`src/rtl/alu_seq_pkg.sv`:
```
// Shared types for the ALU command sequencer: opcode encoding and FSM states.
package alu_pkg;

  typedef enum logic [3:0] {
    OP_ADD = 4'd0,
    OP_SUB = 4'd1,
    OP_AND = 4'd2,
    OP_OR  = 4'd3,
    OP_XOR = 4'd4,
    OP_SLL = 4'd5,
    OP_SRL = 4'd6,
    OP_SRA = 4'd7
  } op_t;

  // Any opcode with this bit set is illegal.
  localparam int OP_ILLEGAL_MSB = 3;

  typedef enum logic [1:0] {
    IDLE = 2'd0,
    EXEC = 2'd1,
    RESP = 2'd2
  } state_t;

  function automatic logic is_illegal(input logic [3:0] op);
    return op[OP_ILLEGAL_MSB];
  endfunction

endpackage

```
`src/rtl/alu_seq_if.sv`:
```
// Command, ALU and response signals of the sequencer.
// Handshake rule for both channels: a transfer happens on a posedge where
// valid && ready are both 1; the sender holds valid and payload stable until
// that edge, and ready may depend combinationally on the other side's signals.
interface alu_seq_if #(
  parameter int N  = 8,
  parameter int TW = 4
);
  logic          cmd_valid;
  logic          cmd_ready;
  logic [3:0]    cmd_op;
  logic [N-1:0]  cmd_a;
  logic [N-1:0]  cmd_b;
  logic [TW-1:0] cmd_tag;

  logic [3:0]    alu_op;
  logic [N-1:0]  alu_a;
  logic [N-1:0]  alu_b;
  logic [N-1:0]  alu_y;
  logic          alu_flg;

  logic          rsp_valid;
  logic          rsp_ready;
  logic [N-1:0]  rsp_y;
  logic          rsp_flg;
  logic          rsp_err;
  logic [TW-1:0] rsp_tag;

  // Parent side: issues commands, hosts the ALU, consumes responses.
  modport master (
    output cmd_valid, cmd_op, cmd_a, cmd_b, cmd_tag, rsp_ready, alu_y, alu_flg,
    input  cmd_ready, rsp_valid, rsp_y, rsp_flg, rsp_err, rsp_tag,
           alu_op, alu_a, alu_b
  );

  // Sequencer side.
  modport slave (
    input  cmd_valid, cmd_op, cmd_a, cmd_b, cmd_tag, rsp_ready, alu_y, alu_flg,
    output cmd_ready, rsp_valid, rsp_y, rsp_flg, rsp_err, rsp_tag,
           alu_op, alu_a, alu_b
  );
endinterface

```
`src/rtl/alu_seq.sv`:
```
// ALU command sequencer: registers a command onto the ALU inputs, captures the
// result one cycle later and returns it with its tag on the response channel.
module alu_seq
  import alu_pkg::*;
#(
  parameter int N  = 8,
  parameter int TW = 4
) (
  input  logic        clk,
  input  logic        rst,
  alu_seq_if.slave    bus,
  output logic        busy,
  output logic [15:0] cmd_count,
  output logic [7:0]  err_count,
  output state_t      dbg_state
);

  state_t        state;
  state_t        state_n;
  logic          accept;
  logic          cap_err;
  logic [N-1:0]  cap_y;
  logic [TW-1:0] tag_q;

  // Ready only when idle or when the pending response leaves this cycle.
  assign bus.cmd_ready = (state == IDLE) || ((state == RESP) && bus.rsp_ready);
  assign accept        = bus.cmd_valid && bus.cmd_ready;
  assign bus.rsp_valid = (state == RESP);
  assign busy          = (state != IDLE);
  assign dbg_state     = state;

  // Illegal opcodes report a zeroed result.
  assign cap_err = is_illegal(bus.alu_op);
  assign cap_y   = cap_err ? '0 : bus.alu_y;

  // State register.
  always_ff @(posedge clk) begin
    if (rst) state <= IDLE;
    else     state <= state_n;
  end

  // Next-state logic.
  always_comb begin
    state_n = state;
    case (state)
      IDLE:    if (accept) state_n = EXEC;
      EXEC:    state_n = RESP;
      RESP:    if (bus.rsp_ready) state_n = accept ? EXEC : IDLE;
      default: state_n = IDLE;
    endcase
  end

  // Command latch onto ALU inputs, result capture and counters.
  always_ff @(posedge clk) begin
    if (rst) begin
      bus.alu_op  <= '0;
      bus.alu_a   <= '0;
      bus.alu_b   <= '0;
      tag_q       <= '0;
      bus.rsp_y   <= '0;
      bus.rsp_flg <= 1'b0;
      bus.rsp_err <= 1'b0;
      bus.rsp_tag <= '0;
      cmd_count   <= '0;
      err_count   <= '0;
    end else begin
      if (accept) begin
        bus.alu_op <= bus.cmd_op;
        bus.alu_a  <= bus.cmd_a;
        bus.alu_b  <= bus.cmd_b;
        tag_q      <= bus.cmd_tag;
        cmd_count  <= cmd_count + 16'd1;
      end
      if (state == EXEC) begin
        bus.rsp_y   <= cap_y;
        bus.rsp_flg <= cap_err ? 1'b0 : bus.alu_flg;
        bus.rsp_err <= cap_err;
        bus.rsp_tag <= tag_q;
        if (cap_err && (err_count != 8'hFF)) err_count <= err_count + 8'd1;
      end
    end
  end

endmodule

```
`src/flat_wrapper.sv`:
```
// flat-port wrapper written by rule: the top's interface ports become plain ports
module alu_seq_flat import alu_pkg::*;
#(
  parameter int N  = 8,
  parameter int TW = 4
)
  (clk, rst, busy, cmd_count, err_count, dbg_state, bus_cmd_valid, bus_cmd_op, bus_cmd_a, bus_cmd_b, bus_cmd_tag, bus_rsp_ready, bus_alu_y, bus_alu_flg, bus_cmd_ready, bus_rsp_valid, bus_rsp_y, bus_rsp_flg, bus_rsp_err, bus_rsp_tag, bus_alu_op, bus_alu_a, bus_alu_b);
  alu_seq_if #(.N(N), .TW(TW)) bus_i ();
  input  logic clk;
  input  logic rst;
  output logic busy;
  output logic [15:0] cmd_count;
  output logic [7:0] err_count;
  output state_t dbg_state;
  input wire logic [$bits(bus_i.cmd_valid)-1:0] bus_cmd_valid;
  input wire logic [$bits(bus_i.cmd_op)-1:0] bus_cmd_op;
  input wire logic [$bits(bus_i.cmd_a)-1:0] bus_cmd_a;
  input wire logic [$bits(bus_i.cmd_b)-1:0] bus_cmd_b;
  input wire logic [$bits(bus_i.cmd_tag)-1:0] bus_cmd_tag;
  input wire logic [$bits(bus_i.rsp_ready)-1:0] bus_rsp_ready;
  input wire logic [$bits(bus_i.alu_y)-1:0] bus_alu_y;
  input wire logic [$bits(bus_i.alu_flg)-1:0] bus_alu_flg;
  output wire logic [$bits(bus_i.cmd_ready)-1:0] bus_cmd_ready;
  output wire logic [$bits(bus_i.rsp_valid)-1:0] bus_rsp_valid;
  output wire logic [$bits(bus_i.rsp_y)-1:0] bus_rsp_y;
  output wire logic [$bits(bus_i.rsp_flg)-1:0] bus_rsp_flg;
  output wire logic [$bits(bus_i.rsp_err)-1:0] bus_rsp_err;
  output wire logic [$bits(bus_i.rsp_tag)-1:0] bus_rsp_tag;
  output wire logic [$bits(bus_i.alu_op)-1:0] bus_alu_op;
  output wire logic [$bits(bus_i.alu_a)-1:0] bus_alu_a;
  output wire logic [$bits(bus_i.alu_b)-1:0] bus_alu_b;
  assign bus_i.cmd_valid = bus_cmd_valid;
  assign bus_i.cmd_op = bus_cmd_op;
  assign bus_i.cmd_a = bus_cmd_a;
  assign bus_i.cmd_b = bus_cmd_b;
  assign bus_i.cmd_tag = bus_cmd_tag;
  assign bus_i.rsp_ready = bus_rsp_ready;
  assign bus_i.alu_y = bus_alu_y;
  assign bus_i.alu_flg = bus_alu_flg;
  assign bus_cmd_ready = bus_i.cmd_ready;
  assign bus_rsp_valid = bus_i.rsp_valid;
  assign bus_rsp_y = bus_i.rsp_y;
  assign bus_rsp_flg = bus_i.rsp_flg;
  assign bus_rsp_err = bus_i.rsp_err;
  assign bus_rsp_tag = bus_i.rsp_tag;
  assign bus_alu_op = bus_i.alu_op;
  assign bus_alu_a = bus_i.alu_a;
  assign bus_alu_b = bus_i.alu_b;
  alu_seq #(.N(N), .TW(TW)) u_core (.clk(clk), .rst(rst), .bus(bus_i), .busy(busy), .cmd_count(cmd_count), .err_count(err_count), .dbg_state(dbg_state));
endmodule
```
`config.mk`:
```
export PLATFORM = sky130hd
export DESIGN_NAME = alu_seq_flat
export DESIGN_NICKNAME = d
export VERILOG_FILES = /design/src/rtl/alu_seq_pkg.sv /design/src/rtl/alu_seq_if.sv /design/src/rtl/alu_seq.sv /design/src/flat_wrapper.sv
export SDC_FILE = /design/constraint.sdc
export NUM_CORES = 1
export LEC_CHECK = 0
export ABC_AREA = 1
export ABC_CLOCK_PERIOD_IN_PS = 1700
export BUFFER_PORTS_ARGS = -buffer_cell sky130_fd_sc_hd__buf_2
export CAP_MARGIN = 15
export CORE_ASPECT_RATIO = 0.75
export CORE_MARGIN = 3
export CORE_UTILIZATION = 25
export CTS_CLUSTER_SIZE = 20
export DETAILED_ROUTE_END_ITERATION = 10
export SLEW_MARGIN = 20
export SYNTH_ARGS = -nofsm -noshare
export SYNTH_HDL_FRONTEND = slang
export SYNTH_SLANG_ARGS = --single-unit
```
`constraint.sdc`:
```
create_clock -name clk -period 1.7 [get_ports clk]
set_input_delay 0.255 -clock clk [delete_from_list [all_inputs] [get_ports clk]]
set_output_delay 0.255 -clock clk [all_outputs]
set_load 0.005 [all_outputs]
```
== Word level (Yosys, flattened, before mapping) ==
Index checks and enable logic that the tools add are counted.

* Register bits after elaboration: 64
* Bits in latches: 0
* RAM bits: 0
* ROM bits: 0
* Input port bits: 37
* Memories: 0

* Add/subtract/negate cells: 2
* Multipliers: 0
* Divide/modulo/power cells: 0
* Magnitude comparators: 0
* Equal/unequal tests: 5
* Shifts and indexed selects: 0
* Mux-type cells: 6
* Bitwise operators: 0
* Reductions and logical operators: 8

{| class="wikitable"
|+ Operators with widths
! cell !! number
|-
| 16-bit by 1-bit adder with 16-bit output (second input constant) || 1
|-
| 8-bit by 1-bit adder with 8-bit output (second input constant) || 1
|-
| 8-bit 2-to-1 mux || 1
|-
| 8-bit != test (second input constant) || 1
|-
| 2-bit one-hot mux with 3 select lines || 1
|-
| 2-bit 2-to-1 mux || 2
|-
| 2-bit AND reduction || 2
|-
| 1-bit logical AND || 3
|-
| 2-bit by 1-bit equality test with 1-bit output (second input constant) || 1
|-
| 2-bit equality test (second input constant) || 1
|-
| 2-bit logical NOT || 1
|-
| 1-bit 2-to-1 mux || 2
|-
| 2-bit by 1-bit != test with 1-bit output (second input constant) || 1
|-
| 2-bit != test (second input constant) || 1
|-
| 2-bit nonzero test || 1
|-
| 1-bit logical OR || 1
|}

== Logic depth before layout (Yosys ltp) ==
Gate-level depths: netlist (run 1).

* Depth after elaboration: 7
* Depth in mapped cells: 9

== Worst setup path after synthesis (run 1) ==
Ideal clock, no wire load.

* Kind: reg2reg
* From: reg u_core.err_count[0]
* To: reg u_core.err_count[7]
* Library setup time: 0.113 ns
* Data arrival time: 1.116 ns
* Path slack: 0.471 ns
* Cell stages (with the launch flop): 10
* Path buffers: 0
* Period minus slack after synthesis: 1.229 ns
* Cell sequence: dfxtp_1 -> ha_1 -> nand2_1 -> inv_1 -> nand3_4 -> nand2_4 -> nor2_1 -> nand2_1 -> nand2_1 -> nor2_1

* Word-level cells in the longest chain between the ends: 3
* Elaborated cells on any way between the ends: 4
* Those cells by class: add/sub: 1; eq/ne: 1; reduce/logical: 2

{| class="wikitable"
|+ RTL lines
! item !! line !! text
|-
| from (decl) || alu_seq.sv:14 || <nowiki>output logic [7:0] err_count,</nowiki>
|-
| from (signal assigned) || alu_seq.sv:79 || <nowiki>if (cap_err && (err_count != 8'hFF)) err_count <= err_count + 8'd1;</nowiki>
|-
| branches (longest 3 deep; another with 8-bit by 1-bit adder with 8-bit output) || n/a ||
|}

Several ways; the timed one is not identified.
A chain may end at the register's enable or synchronous reset.

== Worst setup path after layout (run 1) ==
* From: reg u_core.state[1], in the netlist u_core.dbg_state[1]
* To: reg u_core.bus.rsp_tag[1]

* Word-level cells in the longest chain between the ends: 1

{| class="wikitable"
|+ RTL lines
! item !! line !! text
|-
| from (decl) || alu_seq.sv:18 || <nowiki>state_t state;</nowiki>
|-
| from (signal assigned) || alu_seq.sv:39 || <nowiki>else state <= state_n;</nowiki>
|-
| 2-bit by 1-bit equality test with 1-bit output || alu_seq.sv:74 || <nowiki>if (state == EXEC) begin</nowiki>
|-
| to (signal assigned) || alu_seq.sv:78 || <nowiki>bus.rsp_tag <= tag_q;</nowiki>
|-
| to (decl) || alu_seq_if.sv:39 || <nowiki>output cmd_ready, rsp_valid, rsp_y, rsp_flg, rsp_err, rsp_tag,</nowiki>
|}

Every way passes these cells.

==> report_table.html, run 1 <==
<table>
<tr><th>Metric</th><th>Value</th></tr>
<tr><th colspan="2">STA</th></tr>
<tr><td>Final setup violation count</td><td>0</td></tr>
<tr><td>Shortest clock period the worst path allows after layout</td><td>about 1400 ps</td></tr>
<tr><td>Headroom to the max-slew limit</td><td>around 70%</td></tr>
<tr><td>Timing-limited maximum frequency</td><td>~0.7 GHz</td></tr>
<tr><td>Final critical-path setup slack</td><td>between 200 and 300 ps</td></tr>
<tr><td>Setup tns final</td><td>0 ps</td></tr>
<tr><td>Final Hold Vio Count</td><td>0</td></tr>
<tr><td>Fin Clk Skew</td><td>roughly 4.5 ps</td></tr>
<tr><td>Worst hold margin</td><td>166 ps</td></tr>
<tr><td>Transition at the pin with the smallest max-transition slack</td><td>approximately 450 ps</td></tr>
<tr><td>Share of the clock period used by the worst path</td><td>a little over four fifths</td></tr>
<tr><td>Count of pins over their slew limit</td><td>0</td></tr>
<tr><td>Setup repair after global routing missed its margin</td><td>no</td></tr>
<tr><th colspan="2">Clock network</th></tr>
<tr><td>Clock slew at reported path FFs</td><td>60 ps</td></tr>
<tr><td>Latest clock arrival within the worst-skew pair</td><td>~330 ps</td></tr>
<tr><td>Number of CTS-inserted buffers</td><td>9</td></tr>
<tr><td>Post-cts repair resize count</td><td>0</td></tr>
<tr><td>CTS Buffer Depth</td><td>2</td></tr>
<tr><td>Clock tree from TritonCTS</td><td>done</td></tr>
<tr><td>CTS H-tree depth</td><td>3</td></tr>
<tr><td>Number of sinks on the clock net</td><td>between 60 and 70</td></tr>
<tr><td>Hold-fix buffer count after cts</td><td>0</td></tr>
<tr><td>Root cell of the clock tree</td><td>sky130_fd_sc_hd__clkbuf_16</td></tr>
<tr><td>Setup Fix Bufs, Post-CTS</td><td>0</td></tr>
<tr><th colspan="2">Synth</th></tr>
<tr><td>Cells after Synth</td><td>~370</td></tr>
<tr><td>Prevailing post-synth register cell</td><td>sky130_fd_sc_hd__dfxtp_1</td></tr>
<tr><td>Register bit total from synthesis</td><td>between 60 and 70</td></tr>
<tr><td>Synthesis Warnings</td><td>0</td></tr>
<tr><td>Net count after synthesis</td><td>405</td></tr>
<tr><td>Sequential area share after synthesis</td><td>approximately 47%</td></tr>
<tr><td>Fraction of registers with async set/reset</td><td>0%</td></tr>
<tr><td>Count of flip-flops with a built-in enable after synthesis</td><td>0</td></tr>
<tr><td>Post-synthesis cell area</td><td>0.00272 mm^2</td></tr>
<tr><td>Number of distinct library cells after synthesis</td><td>29</td></tr>
<tr><td>Per-instance average area after synthesis</td><td>approximately 7.4 um^2</td></tr>
<tr><th colspan="2">Route</th></tr>
<tr><td>Post-route DRC</td><td>0</td></tr>
<tr><td>Number of nets still failing antenna checks after routing</td><td>0</td></tr>
<tr><td>First-pass iteration count of the detailed router</td><td>4</td></tr>
<tr><td>Mean number of vias per cell</td><td>between 4 and 5</td></tr>
<tr><td>DR iter-0 viols</td><td>114</td></tr>
<tr><td>Total detailed-routing wirelength</td><td>between 7000 and 8000 um</td></tr>
<tr><td>Total via count after detailed routing</td><td>2625</td></tr>
<tr><td>DR WL/cell</td><td>11.9 um</td></tr>
<tr><th colspan="2">Global route</th></tr>
<tr><td>Via count of the first global-routing pass</td><td>approximately 2500</td></tr>
<tr><td>GR Util All Layers</td><td>roughly an eighth</td></tr>
<tr><td>Maximum number of pins on one net before global-route repair</td><td>between 40 and 50</td></tr>
<tr><td>First-pass GRT wire length</td><td>roughly 12000 um</td></tr>
<tr><td>Initial antenna violation count</td><td>0</td></tr>
<tr><td>Overall overflow remaining after global route</td><td>0</td></tr>
<tr><th colspan="2">Final layout</th></tr>
<tr><td>Area growth from synthesis to layout</td><td>32.7%</td></tr>
<tr><td>Share of post-route cells with drive strength above 1</td><td>between 20 and 30%</td></tr>
<tr><td>Antenna fix cells</td><td>0</td></tr>
<tr><td>Leading cell types in the layout, fill and taps excluded</td><td>sky130_fd_sc_hd__nand2_1, sky130_fd_sc_hd__buf_2, sky130_fd_sc_hd__dfxtp_1, sky130_fd_sc_hd__a21oi_1, sky130_fd_sc_hd__nor2_1</td></tr>
<tr><td>Leading cell type in the layout, fill and taps excluded</td><td>sky130_fd_sc_hd__nand2_1</td></tr>
<tr><td>Count of fill cells added during filler insertion</td><td>1129</td></tr>
<tr><td>Final #Nets</td><td>505</td></tr>
<tr><td>Final std cells w/o fill</td><td>between 600 and 700</td></tr>
<tr><th colspan="2">Pwr</th></tr>
<tr><td>Lkg Pwr</td><td>between 1.5 and 2 nW</td></tr>
<tr><td>Worst voltage drop across the vdd grid</td><td>473 uV</td></tr>
<tr><td>Areal power density over the cells</td><td>approximately 1000 mW/mm^2</td></tr>
<tr><th colspan="2">Worst setup path</th></tr>
<tr><td>Critical Setup Path Class</td><td>flop to flop</td></tr>
<tr><td>Max FO, Critical Path</td><td>16</td></tr>
<tr><td>Startpoint type of the worst setup path</td><td>flop</td></tr>
<tr><td>Req. time, crit path</td><td>around 1900 ps</td></tr>
<tr><td>Crit path arrival time</td><td>roughly 1600 ps</td></tr>
<tr><td>CP endpoint kind</td><td>flop</td></tr>
<tr><th colspan="2">Die</th></tr>
<tr><td>Row cnt</td><td>32</td></tr>
<tr><td>Number of placed I/O pins</td><td>100</td></tr>
<tr><td>Overall die height</td><td>96.3 um</td></tr>
<tr><td>Total core area</td><td>0.0105 mm^2</td></tr>
<tr><td>Initial cell density of the core</td><td>26.0%</td></tr>
<tr><td>Die Wd</td><td>about 130 um</td></tr>
<tr><td>Die area</td><td>approximately 0.012 mm^2</td></tr>
<tr><th colspan="2">Min path</th></tr>
<tr><td>Path class of the lowest-slack min-delay path</td><td>input port to flop</td></tr>
<tr><th colspan="2">Flow run</th></tr>
<tr><td>Maximum Capacitance Violations</td><td>0</td></tr>
<tr><th colspan="2">Placement</th></tr>
<tr><td>HPWL reported at the end of detailed placement</td><td>around 5300 um</td></tr>
<tr><td>Final RePlAce weighted congestion</td><td>approximately 0.82</td></tr>
<tr><td>Quantity of I/O buffers inserted on ports</td><td>between 90 and 100</td></tr>
<tr><td>Placed Cells</td><td>between 500 and 600</td></tr>
<tr><td>Post-placement worst setup slack</td><td>roughly 260 ps</td></tr>
<tr><th colspan="2">Outcome</th></tr>
<tr><td>Result of the run</td><td>finished, final reports clean</td></tr>
</table>
power breakdown:
group	switching [mW]	leakage (nW)	internal, mW
Sequential	0.0357	0.522	1.56
Combinational	0.182	1.00	0.131
Clock	0.690	0.131	1.03
cells in the mapped netlist, types with 2 or more instances:
cell	count	area, um^2
sky130_fd_sc_hd__nand2_1	102	383
sky130_fd_sc_hd__dfxtp_1	64	1280
sky130_fd_sc_hd__a21oi_1	45	225
sky130_fd_sc_hd__nor2_1	35	131
sky130_fd_sc_hd__inv_1	34	128
sky130_fd_sc_hd__nand3_1	22	110
sky130_fd_sc_hd__o21ai_0	10	50.1
sky130_fd_sc_hd__nand4_1	6	37.5
sky130_fd_sc_hd__nor3_1	6	30.0
sky130_fd_sc_hd__clkbuf_1	5	18.8
sky130_fd_sc_hd__buf_6	4	45.0
sky130_fd_sc_hd__nand2_2	4	25.0
sky130_fd_sc_hd__buf_2	3	15.0
sky130_fd_sc_hd__buf_4	3	22.5
sky130_fd_sc_hd__inv_2	3	11.3
sky130_fd_sc_hd__nor2_4	3	33.8
sky130_fd_sc_hd__ha_1	2	25.0
sky130_fd_sc_hd__nand3_4	2	35.0
sky130_fd_sc_hd__o21bai_1	2	15.0
sky130_fd_sc_hd__xor2_1	2	17.5
flip-flops by register name, indices dropped and copies added, names as in the netlist, 4 cells and up:
name                flops
u_core.bus.alu_b        8
u_core.bus.alu_op       4
u_core.err_count        8
u_core.bus.rsp_y        8
u_core.tag_q            4
u_core.bus.alu_a        8
u_core.cmd_count       16
u_core.bus.rsp_tag      4
kinds of logic after synthesis:
logic type | share of synthesized area [%]
simple gates | 30.9
flops | 47.1
xor+xnor | 0.966
compound gates | 11.1
fa+ha+maj | 0.920
buf+inv | 8.97
layer usage:
layer,GRT usage (%),share of wire (%),vias up
met5,0,0,-
met4,4.02,0.82,0
met3,6.88,10,6
met2,19.0,45,74
met1,13.8,44,1180
li1,-,-,1365
path summary, 6_finish.rpt:
check | start | end | slack, ps | cells past startpoint
hold / removal | bus_cmd_a[3] | u_core.bus.alu_a[3]$_SDFFE_PP0P_ | 170 | 3
setup reg to reg | u_core.dbg_state[1]$_SDFFE_PP0P_ | u_core.bus.rsp_tag[1]$_SDFFE_PP0P_ | 270 | 5
hold reg to reg | u_core.bus.alu_a[4]$_SDFFE_PP0P_ | u_core.bus.alu_a[4]$_SDFFE_PP0P_ | 470 | 2
setup / recovery | u_core.dbg_state[1]$_SDFFE_PP0P_ | u_core.bus.rsp_tag[1]$_SDFFE_PP0P_ | 270 | 5
critical path: stages (launching register included):
cell and delay (ps):
sky130_fd_sc_hd__dfxtp_1 400, sky130_fd_sc_hd__inv_2 70, sky130_fd_sc_hd__nand2_2 240, sky130_fd_sc_hd__inv_1 290, sky130_fd_sc_hd__o21ai_0 240, sky130_fd_sc_hd__a21oi_1 60
final cells by class:
class	instances	area (um^2)	share of cell area [%]
well taps	136	170	4.71
clock inverters	6	45.0	1.25
flip-flops and latches	64	1280	35.5
inverters	37	139	3.85
repair buffers	105	541	15.0
multi-input cells	249	1190	33.1
clock buffers	10	239	6.62
through the flow:
stage,area (um^2),power [mW],util (%)
detailed placement,3330,1.95,31.8
CTS,3610,3.70,34.5
floorplan,2720,1.81,-
global route,3610,3.81,34.5
global placement,3330,1.94,31.8
finish,3610,3.63,34.5
Power figures use the tool's default switching activity.
==> run 2, diff against run 1 <==
Settings changed: ABC_CLOCK_PERIOD_IN_PS 1700 to 1300.
Clock period 1.7 ns to 1.3 ns, I/O delays scaled along.
==> report_table.html, run 2 (synthesis results as in run 1) <==
<table>
<tr><th>Metric</th><th>Value</th></tr>
<tr><th colspan="2">Route</th></tr>
<tr><td>Mean number of vias per cell</td><td>4.39 (+1.5%)</td></tr>
<tr><td>Number of nets still failing antenna checks after routing</td><td>0 (unchanged)</td></tr>
<tr><td>Post-route DRC</td><td>0 (unchanged)</td></tr>
<tr><td>DR WL/cell</td><td>11.7 um (-1.2%)</td></tr>
<tr><td>Total detailed-routing wirelength</td><td>7300 um (+1.4%)</td></tr>
<tr><td>Total via count after detailed routing</td><td>2735 (+4.2%)</td></tr>
<tr><td>First-pass iteration count of the detailed router</td><td>4 (unchanged)</td></tr>
<tr><td>DR iter-0 viols</td><td>80 (-30%)</td></tr>
<tr><th colspan="2">Final layout</th></tr>
<tr><td>Share of post-route cells with drive strength above 1</td><td>36.8% (+7.7 points)</td></tr>
<tr><td>Final #Nets</td><td>520 (+3.0%)</td></tr>
<tr><td>Area growth from synthesis to layout</td><td>43.7%</td></tr>
<tr><td>Most flops, register</td><td>u_core.cmd_count</td></tr>
<tr><td>Leading cell types in the layout, fill and taps excluded</td><td>sky130_fd_sc_hd__nand2_1, sky130_fd_sc_hd__buf_2, sky130_fd_sc_hd__dfxtp_1, sky130_fd_sc_hd__a21oi_1, sky130_fd_sc_hd__inv_1</td></tr>
<tr><td>Finished Cell Area</td><td>0.00391 mm^2 (+8.3%)</td></tr>
<tr><td>Max reg flops</td><td>16 (unchanged)</td></tr>
<tr><th colspan="2">Die</th></tr>
<tr><td>Number of placed I/O pins</td><td>100 (unchanged)</td></tr>
<tr><td>Initial cell density of the core</td><td>26.0% (unchanged)</td></tr>
<tr><td>Die area</td><td>0.0122 mm^2 (unchanged)</td></tr>
<tr><td>Row cnt</td><td>32 (unchanged)</td></tr>
<tr><td>Die Wd</td><td>126 um (unchanged)</td></tr>
<tr><td>Total core area</td><td>0.0105 mm^2 (unchanged)</td></tr>
<tr><td>Overall die height</td><td>96.3 um (unchanged)</td></tr>
<tr><th colspan="2">STA</th></tr>
<tr><td>Transition at the pin with the smallest max-transition slack</td><td>440 ps (-6.12 ps)</td></tr>
<tr><td>Headroom to the max-slew limit</td><td>70.6% (+0.41 points)</td></tr>
<tr><td>Final setup violation count</td><td>0 (unchanged)</td></tr>
<tr><td>Count of pins over their slew limit</td><td>0 (unchanged)</td></tr>
<tr><td>Setup repair after global routing missed its margin</td><td>yes</td></tr>
<tr><td>Shortest clock period the worst path allows after layout</td><td>roughly 1200 ps</td></tr>
<tr><td>Timing-limited maximum frequency</td><td>a little over 0.8 GHz</td></tr>
<tr><td>Final Hold Vio Count</td><td>0 (unchanged)</td></tr>
<tr><td>Fin Clk Skew</td><td>6.20 ps (+1.71 ps)</td></tr>
<tr><td>Share of the clock period used by the worst path</td><td>94.8%</td></tr>
<tr><th colspan="2">Global route</th></tr>
<tr><td>First-pass GRT wire length</td><td>11900 um (+2.3%)</td></tr>
<tr><td>Initial antenna violation count</td><td>1 (+1)</td></tr>
<tr><td>Via count of the first global-routing pass</td><td>2552 (+3.2%)</td></tr>
<tr><td>GR Util All Layers</td><td>12.3% (+0.25 points)</td></tr>
<tr><td>Maximum number of pins on one net before global-route repair</td><td>41 (unchanged)</td></tr>
<tr><td>Overall overflow remaining after global route</td><td>0 (unchanged)</td></tr>
<tr><th colspan="2">Placement</th></tr>
<tr><td>Quantity of I/O buffers inserted on ports</td><td>99 (unchanged)</td></tr>
<tr><td>HPWL reported at the end of detailed placement</td><td>5440 um (+2.1%)</td></tr>
<tr><td>Final RePlAce weighted congestion</td><td>0.793 (-2.8%)</td></tr>
<tr><td>Cell area reported after detailed placement</td><td>0.00341 mm^2 (+2.6%)</td></tr>
<tr><th colspan="2">Clock network</th></tr>
<tr><td>CTS H-tree depth</td><td>3 (unchanged)</td></tr>
<tr><td>Number of CTS-inserted buffers</td><td>9 (unchanged)</td></tr>
<tr><td>Number of sinks on the clock net</td><td>64 (unchanged)</td></tr>
<tr><td>CTS Buffer Depth</td><td>2 (unchanged)</td></tr>
<tr><td>Root cell of the clock tree</td><td>sky130_fd_sc_hd__clkbuf_16</td></tr>
<tr><td>Clock tree from TritonCTS</td><td>done</td></tr>
<tr><td>Hold-fix buffer count after cts</td><td>0 (unchanged)</td></tr>
<tr><td>Latest clock arrival within the worst-skew pair</td><td>320 ps (about the same)</td></tr>
<tr><td>Clock slew at reported path FFs</td><td>60 ps (about the same)</td></tr>
<tr><th colspan="2">Pwr</th></tr>
<tr><td>Net Sw Power</td><td>1.20 mW (+32%)</td></tr>
<tr><td>Fraction of power consumed by sequential logic</td><td>41.9% (-2.2 points)</td></tr>
<tr><td>Share of total power consumed by net switching</td><td>24.1% (-0.90 points)</td></tr>
<tr><td>Areal power density over the cells</td><td>1280 mW/mm^2 (+27%)</td></tr>
<tr><td>Worst voltage drop across the vdd grid</td><td>700 uV (+48%)</td></tr>
<tr><td>Final Total Pwr</td><td>4.99 mW (+37%)</td></tr>
<tr><td>Lkg Pwr</td><td>1.79 nW (+8.1%)</td></tr>
<tr><td>Clock share of power</td><td>49.0% (+1.7 points)</td></tr>
<tr><td>Combinational share of power</td><td>9.1% (+0.5 points)</td></tr>
<tr><td>Cell-internal power</td><td>3.78 mW (+39%)</td></tr>
<tr><th colspan="2">Flow run</th></tr>
<tr><td>Maximum Capacitance Violations</td><td>0 (unchanged)</td></tr>
<tr><th colspan="2">Worst setup path</th></tr>
<tr><td>Max FO, Critical Path</td><td>3 (-13)</td></tr>
<tr><td>Req. time, crit path</td><td>1110 ps (-790 ps)</td></tr>
<tr><td>Critical Setup Path Class</td><td>flop to primary output</td></tr>
<tr><td>Crit path arrival time</td><td>1040 ps (-580 ps)</td></tr>
<tr><td>Startpoint type of the worst setup path</td><td>flop</td></tr>
<tr><td>CP endpoint kind</td><td>primary output</td></tr>
<tr><th colspan="2">Outcome</th></tr>
<tr><td>Result of the run</td><td>finished, final reports clean</td></tr>
<tr><th colspan="2">Min path</th></tr>
<tr><td>Path class of the lowest-slack min-delay path</td><td>input port to flop</td></tr>
</table>
## run 2: worst paths after layout
kind	start	end	slack (ps)	cells past startpoint
setup / recovery	u_core.dbg_state[0]$_SDFFE_PP0P_	bus_rsp_valid	70	3
hold / removal	bus_cmd_b[2]	u_core.bus.alu_b[2]$_SDFFE_PP0P_	110	3
setup reg to reg	u_core.dbg_state[1]$_SDFFE_PP0P_	u_core.cmd_count[10]$_SDFFE_PP0P_	70	8
hold reg to reg	u_core.tag_q[0]$_SDFFE_PP0P_	u_core.tag_q[0]$_SDFFE_PP0P_	460	2
## run 2: routing by layer
metal / GRT usage [%] / part of all wire (%) / up-vias / routed length [um]
li1: - / - / 1400 / -
met4: 4.02 / 1.4 / 2 / 105
met3: 6.71 / 11 / 13 / 789
met5: 0 / 0.096 / - / 7
met1: 14.4 / 43 / 1232 / 3140
met2: 19.2 / 45 / 88 / 3250
## run 2: power by group through the flow
stage	clock (mW)	combinational [mW]	sequential, mW
2_1_floorplan	0	0.236	2.13
3_3_place_gp	0	0.436	2.13
3_5_place_dp	0	0.440	2.13
4_1_cts	2.53	0.448	2.09
5_1_grt	2.63	0.515	2.10
6_report	2.44	0.453	2.09
## run 2: repair_timing
item,CTS,global route
endpoints found under the setup margin,3,32
pin swaps,0,15
gates resized for setup,4,40
buffers inserted,0,4
cloned,1,0
## run 2: area by class of cell
cell class,count,area (um^2)
Sequential cell,64,1310
Clock inverter,6,68.8
Multi-Input combinational cell,249,1290
Tap cell,136,170
Fill cell,1081,6540
Inverter,37,148
Timing Repair Buffer,119,674
Antenna cell,1,2.50
Clock buffer,10,239
Timing Repair inverter,1,7.51
## run 2: worst max-delay path: stages (launching register included)
cell and delay (ps):
sky130_fd_sc_hd__dfxtp_4 370, sky130_fd_sc_hd__buf_4 150, sky130_fd_sc_hd__nor2_2 80, sky130_fd_sc_hd__buf_2 110
## run 2: stage by stage
stage	hold WS, ps	setup TNS, ps	utilization (%)	setup WS (ps)	instances
floorplan	338	0	-	71.2	366
global placement	442	0	32.7	26.0	601
detailed placement	450	0	32.7	2.88	601
CTS	97.1	0	35.8	2.20	618
global route	105	-55.9	37.4	-19.1	622
finish	109	0	37.4	67.5	623
